File: src/rtl/disp_msg_ctrl_pkg.sv
// Shared definitions for the 7-seg display/message controller: glyph word layout,
// message state codes, FSM encodings and glyph/digit helpers.
package disp_msg_ctrl_pkg;

    localparam int unsigned DIGITS  = 4;
    localparam int unsigned GLYPH_W = 5;
    localparam int unsigned STATE_W = 4;
    localparam int unsigned IDX_W   = 2;

    localparam logic [GLYPH_W-1:0] GLYPH_BLANK = 5'd31;
    localparam logic [DIGITS-1:0]  AN_OFF      = 4'b1111;

    localparam logic [STATE_W-1:0] ST_HELP = 4'd6;
    localparam logic [STATE_W-1:0] ST_CLR  = 4'd8;
    localparam logic [STATE_W-1:0] ST_ADD  = 4'd9;
    localparam logic [STATE_W-1:0] ST_SUB  = 4'd10;
    localparam logic [STATE_W-1:0] ST_DOT  = 4'd11;
    localparam logic [STATE_W-1:0] ST_DIV  = 4'd12;
    localparam logic [STATE_W-1:0] ST_TEST = 4'd13;

    // d3 is the leftmost digit (bits [19:15])
    typedef struct packed {
        logic [GLYPH_W-1:0] d3;
        logic [GLYPH_W-1:0] d2;
        logic [GLYPH_W-1:0] d1;
        logic [GLYPH_W-1:0] d0;
    } glyph_word_t;

    typedef enum logic [1:0] {
        S_IDLE = 2'd0,
        S_MSG  = 2'd1,
        S_GAP  = 2'd2
    } fsm_e;

    function automatic logic is_msg_state(input logic [STATE_W-1:0] s);
        case (s)
            ST_HELP, ST_CLR, ST_ADD, ST_SUB, ST_DOT, ST_DIV, ST_TEST: return 1'b1;
            default: return 1'b0;
        endcase
    endfunction

    // Scan slot 0 drives the leftmost digit
    function automatic logic [GLYPH_W-1:0] pick_glyph(input glyph_word_t w,
                                                      input logic [IDX_W-1:0] idx);
        case (idx)
            2'd0:    return w.d3;
            2'd1:    return w.d2;
            2'd2:    return w.d1;
            default: return w.d0;
        endcase
    endfunction

    function automatic logic [DIGITS-1:0] digit_enable(input logic [IDX_W-1:0] idx);
        case (idx)
            2'd0:    return 4'b0111;
            2'd1:    return 4'b1011;
            2'd2:    return 4'b1101;
            default: return 4'b1110;
        endcase
    endfunction

endpackage

File: src/rtl/disp_scan_timer.sv
// Digit scan timer: SCAN_DIV-cycle slot divider, 2-bit digit index and a one-cycle
// frame_tick registered on the index wrap 3->0.
module disp_scan_timer
    import disp_msg_ctrl_pkg::*;
#(
    parameter int unsigned SCAN_DIV = 50000
) (
    input  logic             clk,
    input  logic             rst,
    output logic [IDX_W-1:0] idx,
    output logic             frame_tick
);

    localparam int unsigned     DIV_W    = (SCAN_DIV > 1) ? $clog2(SCAN_DIV) : 1;
    localparam logic [DIV_W-1:0] DIV_LAST = DIV_W'(SCAN_DIV - 1);

    logic [DIV_W-1:0] div;

    always_ff @(posedge clk) begin
        if (rst) begin
            div        <= '0;
            idx        <= '0;
            frame_tick <= 1'b0;
        end else begin
            frame_tick <= 1'b0;
            if (div == DIV_LAST) begin
                div        <= '0;
                idx        <= idx + IDX_W'(1);
                frame_tick <= (idx == IDX_W'(DIGITS - 1));
            end else begin
                div <= div + DIV_W'(1);
            end
        end
    end

endmodule

File: src/rtl/disp_msg_ctrl.sv
// Display owner: shows num_code, or a latched message word for HOLD_CYC cycles followed
// by one blank gap frame. Optional blinking of messages under DISP_MSG_BLINK_EN.
module disp_msg_ctrl
    import disp_msg_ctrl_pkg::*;
#(
    parameter int unsigned SCAN_DIV  = 50000,
    parameter int unsigned HOLD_CYC  = 100000000,
    parameter int unsigned BLINK_DIV = 25000000
) (
    input  logic                 clk,
    input  logic                 rst,
    input  logic [STATE_W-1:0]   state,
    input  logic [19:0]          msg_code,
    input  logic [19:0]          num_code,
    output logic                 busy,
    output logic [DIGITS-1:0]    an,
    output logic [GLYPH_W-1:0]   seg_code,
    output logic                 frame_tick
);

    localparam int unsigned      HOLD_W    = (HOLD_CYC > 1) ? $clog2(HOLD_CYC) : 1;
    localparam logic [HOLD_W-1:0] HOLD_LAST = HOLD_W'(HOLD_CYC - 1);

    logic [IDX_W-1:0]   idx;
    logic [STATE_W-1:0] state_q;
    glyph_word_t        msg_q;
    glyph_word_t        word_c;
    logic [HOLD_W-1:0]  hold;
    logic               trig;
    logic               hold_last;
    logic               blink_off;
    fsm_e               fsm_q;
    fsm_e               fsm_d;

    disp_scan_timer #(
        .SCAN_DIV   (SCAN_DIV)
    ) u_scan (
        .clk        (clk),
        .rst        (rst),
        .idx        (idx),
        .frame_tick (frame_tick)
    );

    // Only an edge into a message state triggers; a steady state never re-shows
    assign trig      = (state != state_q) && is_msg_state(state);
    assign hold_last = (hold == HOLD_LAST);
    assign word_c    = (fsm_q == S_MSG) ? msg_q : glyph_word_t'(num_code);

    always_ff @(posedge clk) begin
        if (rst) begin
            fsm_q   <= S_IDLE;
            state_q <= '0;
            msg_q   <= '0;
            hold    <= '0;
        end else begin
            fsm_q   <= fsm_d;
            state_q <= state;
            if (trig) begin
                msg_q <= glyph_word_t'(msg_code);
                hold  <= '0;
            end else if (fsm_q == S_MSG) begin
                hold  <= hold_last ? '0 : hold + HOLD_W'(1);
            end
        end
    end

    // A trigger wins in every state, including over the gap-ending frame_tick
    always_comb begin
        fsm_d = fsm_q;
        case (fsm_q)
            S_IDLE:  if (trig) fsm_d = S_MSG;
            S_MSG:   if (!trig && hold_last) fsm_d = S_GAP;
            S_GAP: begin
                if (trig)            fsm_d = S_MSG;
                else if (frame_tick) fsm_d = S_IDLE;
            end
            default: fsm_d = S_IDLE;
        endcase
    end

`ifdef DISP_MSG_BLINK_EN
    localparam int unsigned       BLINK_W    = (BLINK_DIV > 1) ? $clog2(BLINK_DIV) : 1;
    localparam logic [BLINK_W-1:0] BLINK_LAST = BLINK_W'(BLINK_DIV - 1);

    logic [BLINK_W-1:0] blink_cnt;
    logic               blink_phase_off;

    always_ff @(posedge clk) begin
        if (rst || trig) begin
            blink_cnt       <= '0;
            blink_phase_off <= 1'b0;
        end else if (fsm_q == S_MSG) begin
            if (blink_cnt == BLINK_LAST) begin
                blink_cnt       <= '0;
                blink_phase_off <= ~blink_phase_off;
            end else begin
                blink_cnt <= blink_cnt + BLINK_W'(1);
            end
        end
    end

    assign blink_off = (fsm_q == S_MSG) && blink_phase_off;
`else
    logic unused_blink_cfg;
    assign unused_blink_cfg = (BLINK_DIV != 0);
    assign blink_off        = 1'b0;
`endif

    // Digit drive lags idx by one cycle
    always_ff @(posedge clk) begin
        if (rst) begin
            an       <= AN_OFF;
            seg_code <= GLYPH_BLANK;
            busy     <= 1'b0;
        end else begin
            busy <= (fsm_d != S_IDLE);
            if ((fsm_q == S_GAP) || blink_off) begin
                an       <= AN_OFF;
                seg_code <= GLYPH_BLANK;
            end else begin
                an       <= digit_enable(idx);
                seg_code <= pick_glyph(word_c, idx);
            end
        end
    end

endmodule

File: config.mk
export PLATFORM = sky130hd
export DESIGN_NAME = disp_msg_ctrl
export DESIGN_NICKNAME = d
export VERILOG_FILES = /design/src/rtl/disp_msg_ctrl_pkg.sv /design/src/rtl/disp_scan_timer.sv /design/src/rtl/disp_msg_ctrl.sv
export SDC_FILE = /design/constraint.sdc
export NUM_CORES = 1
export LEC_CHECK = 0
export ABC_AREA = 1
export ABC_CLOCK_PERIOD_IN_PS = 2690
export BUFFER_PORTS_ARGS = -buffer_cell sky130_fd_sc_hd__buf_2
export CORE_MARGIN = 1.5
export CORE_UTILIZATION = 64
export CTS_BUF_LIST = sky130_fd_sc_hd__clkbuf_4
export DETAILED_ROUTE_END_ITERATION = 10
export PLACE_DENSITY = 0.88
export SLEW_MARGIN = 20
export SYNTH_ARGS = -nofsm -noshare
export SYNTH_HDL_FRONTEND = slang
export SYNTH_SLANG_ARGS = --single-unit
File: constraint.sdc
create_clock -name clk -period 2.69 [get_ports clk]
set_input_delay 0.538 -clock clk [delete_from_list [all_inputs] [get_ports clk]]
set_output_delay 0.538 -clock clk [all_outputs]
set_load 0.01 [all_outputs]
==> metrics.yaml <==
status: "completed"
power_density_mw_per_mm2: 495
gp_congestion: 0.942
p_leak_uw: 0.00190
grt_max_degree: 27
slew_headroom_pct: 56.7
clock_skew_ps: 14.4
crit_arrival_ps: 2220
cts_buffers: 9
grt_pass1_wl_um: 15500
drt-wirelength-per-cell_um: 12.7
cts.sinks: 82
synth.distinct_cells: 28
core_area_mm2: 0.00599
grt_pass1_vias: 3795
grtUsageTotal_pct: 29.7
final_hold_viol_count: 0
slew_violations: 0
die_area_mm2: 0.00676
peakVddDrop_uv: 434
yosysTopAreaCell: "dfxtp_1"
pin_count: 57
worst_slew_pin_slew_ps: 649
cts_buffer_depth: 2
yosysSeqAreaShare_pct: 40.9
cts_max_level: 3
clk_pin_slew_ps: 130
start_kind: "register"
wl_met2_um: 4680
cts_resized: 0
drc: 0
root_buffer: "clkbuf_4"
highest_layer: "met4"
synth_edf_count: 0
finalCriticalPeriod_ps: 1890
finalSetupTns_ps: 0
row_count: 28
antenna_cells: 0
synth.avg_cell_area_um2: 6.78
cts_tree: "built"
io_buffers: 56
cap_violations: 0
synth.area.top_cells: "dfxtp_1 41%, nor2_1 13%, nand2_1 12%"
ys_seq_elements: 82
holdWs_ps: 339
syn-num-nets: 648
yosysTopAreaCellShare_pct: 40.9
rsz0062_at_grt: "false"
required_ps: 3020
synth.most_common_cell: "nor2_1"
die_x_um: 82.2
cts_hold_buf: 0
drtAntennaViolNets: 0
drive_gt1_share_pct: 12.9
vias: 3970
drt_wl_total_um: 9280
dp_hpwl_um: 6850
setup_viol: 0
synth_area_mm2: 0.00402
path_class: "register to register"
hp-class: "input pin to register"
vias_per_cell: 5.45
synth_common_cells: "140 x nor2_1, 130 x nand2_1, 82 x dfxtp_1, 59 x inv_1, 39 x o21ai_0"
clock.fmax_mhz: 529
rr_worst_depth: 8
wl_met1_um: 3800
wl_met3_um: 555
synth_warnings: 0
syn_inst: 593
grt_antenna_before_repair: 0
syn2layout_area_growth_pct: 11.5
synthArstFlopShare_pct: 0
fin_nets: 704
die_h_um: 82.2
clkLatencyLatePin_ps: 440
path_max_fanout: 13
first_iter_violations: 231
first_pass_iters: 5
grt.overflow.total: 0
ys.flop_type: "dfxtp_1"
postCtsSetupRepairBufs: 0
end_kind: "register"
min_period_over_period_pct: 70.2
start_util_pct: 67.1
holdPathStages: 3
==> where the power goes <==
group | switching [µW] | total (µW) | internal (µW)
logic | 135 | 221 | 85.7
clock network | 427 | 712 | 285
registers | 24.1 | 1280 | 1260
total | 586 | 2220 | 1630
==> critical path, cell delays in order (launching register included) <==
cell and delay (ps):
dfxtp_1 420, ha_1 210, nand3_1 130, inv_1 100
nand2_1 80, nor2_2 150, nand3_2 270, nand2_1 340
nor2_1 70
==> final timing paths <==
| path | start | endpoint | slack [ps] |
|---|---|---|---|
| worst max register to register | hold[0]$_SDFFE_PP0P_ | hold[3]$_SDFFE_PP0P_ | 800 |
| worst min register to register | u_scan.div[0]$_SDFF_PP0_ | u_scan.div[0]$_SDFF_PP0_ | 460 |
| worst max-delay path | hold[0]$_SDFFE_PP0P_ | hold[3]$_SDFFE_PP0P_ | 800 |
| worst min-delay path | state[0] | state_q[0]$_SDFF_PP0_ | 340 |
==> layout make-up <==
class / count / area, µm²
fillers: 484 / 1510
multi-input cells: 435 / 2070
well taps: 75 / 93.8
repair buffers: 60 / 310
inverters: 61 / 229
clock buffers: 10 / 75.1
flip-flops and latches: 82 / 1640
clock inverters: 5 / 56.3
==> sequential cells by signal (all words and copies together), names as in the netlist <==
signal and flops:
msg_q 20, hold 27, u_scan.div 16, fsm_q 2
an 4, state_q 4, u_scan.idx 2, seg_code 5
busy 1, u_scan.frame_tick 1
==> layout by cell type (no fill, tap or decap), types with 2 or more instances in the layout <==
cell,instances
nand4_1,9
xor2_1,13
inv_1,59
a21oi_1,19
nor2_4,2
o21ai_0,39
a22o_1,5
nor2_2,3
nand3_2,2
clkinv_1,2
ha_1,9
buf_4,4
nor2_1,140
nand3_1,38
clkinvlp_4,3
o211ai_1,5
nor3b_1,2
nor3_1,4
clkbuf_4,10
nand3b_1,6
buf_2,56
xnor2_1,5
dfxtp_1,82
nand2_1,130
==> per-stage QoR <==
stage                     instances  setup slack [ps]  util [%]  cell area [µm²]  total power, µW
after floorplan                 593              1240         -             4020             1450
after global placement          713               844      72.6             4350             1520
after detailed placement        713               820      72.6             4350             1530
after CTS                       728               807      74.8             4480             2210
after global routing            728               653      74.8             4480             2300
final                           728               800      74.8             4480             2220
==> kinds of logic after synthesis <==
group                      Yosys count  synth area share (%)
adders and majority gates            9                  2.80
xor gates and xnor gates            18                  3.92
and+or+nand+nor                    337                  35.0
muxes                                1                 0.249
DFF                                 82                  40.9
AOI/OAI and AO/OA                   70                  9.62
buffers and inverters               76                  7.51
==> metal layers <==
layer,vias to the layer above,track usage (%)
met1,1814,32.9
met5,-,0
met4,0,14.7
li1,1986,-
met3,25,4.40
met2,145,54.6
No activity file was read; power rests on OpenSTA's default activity.
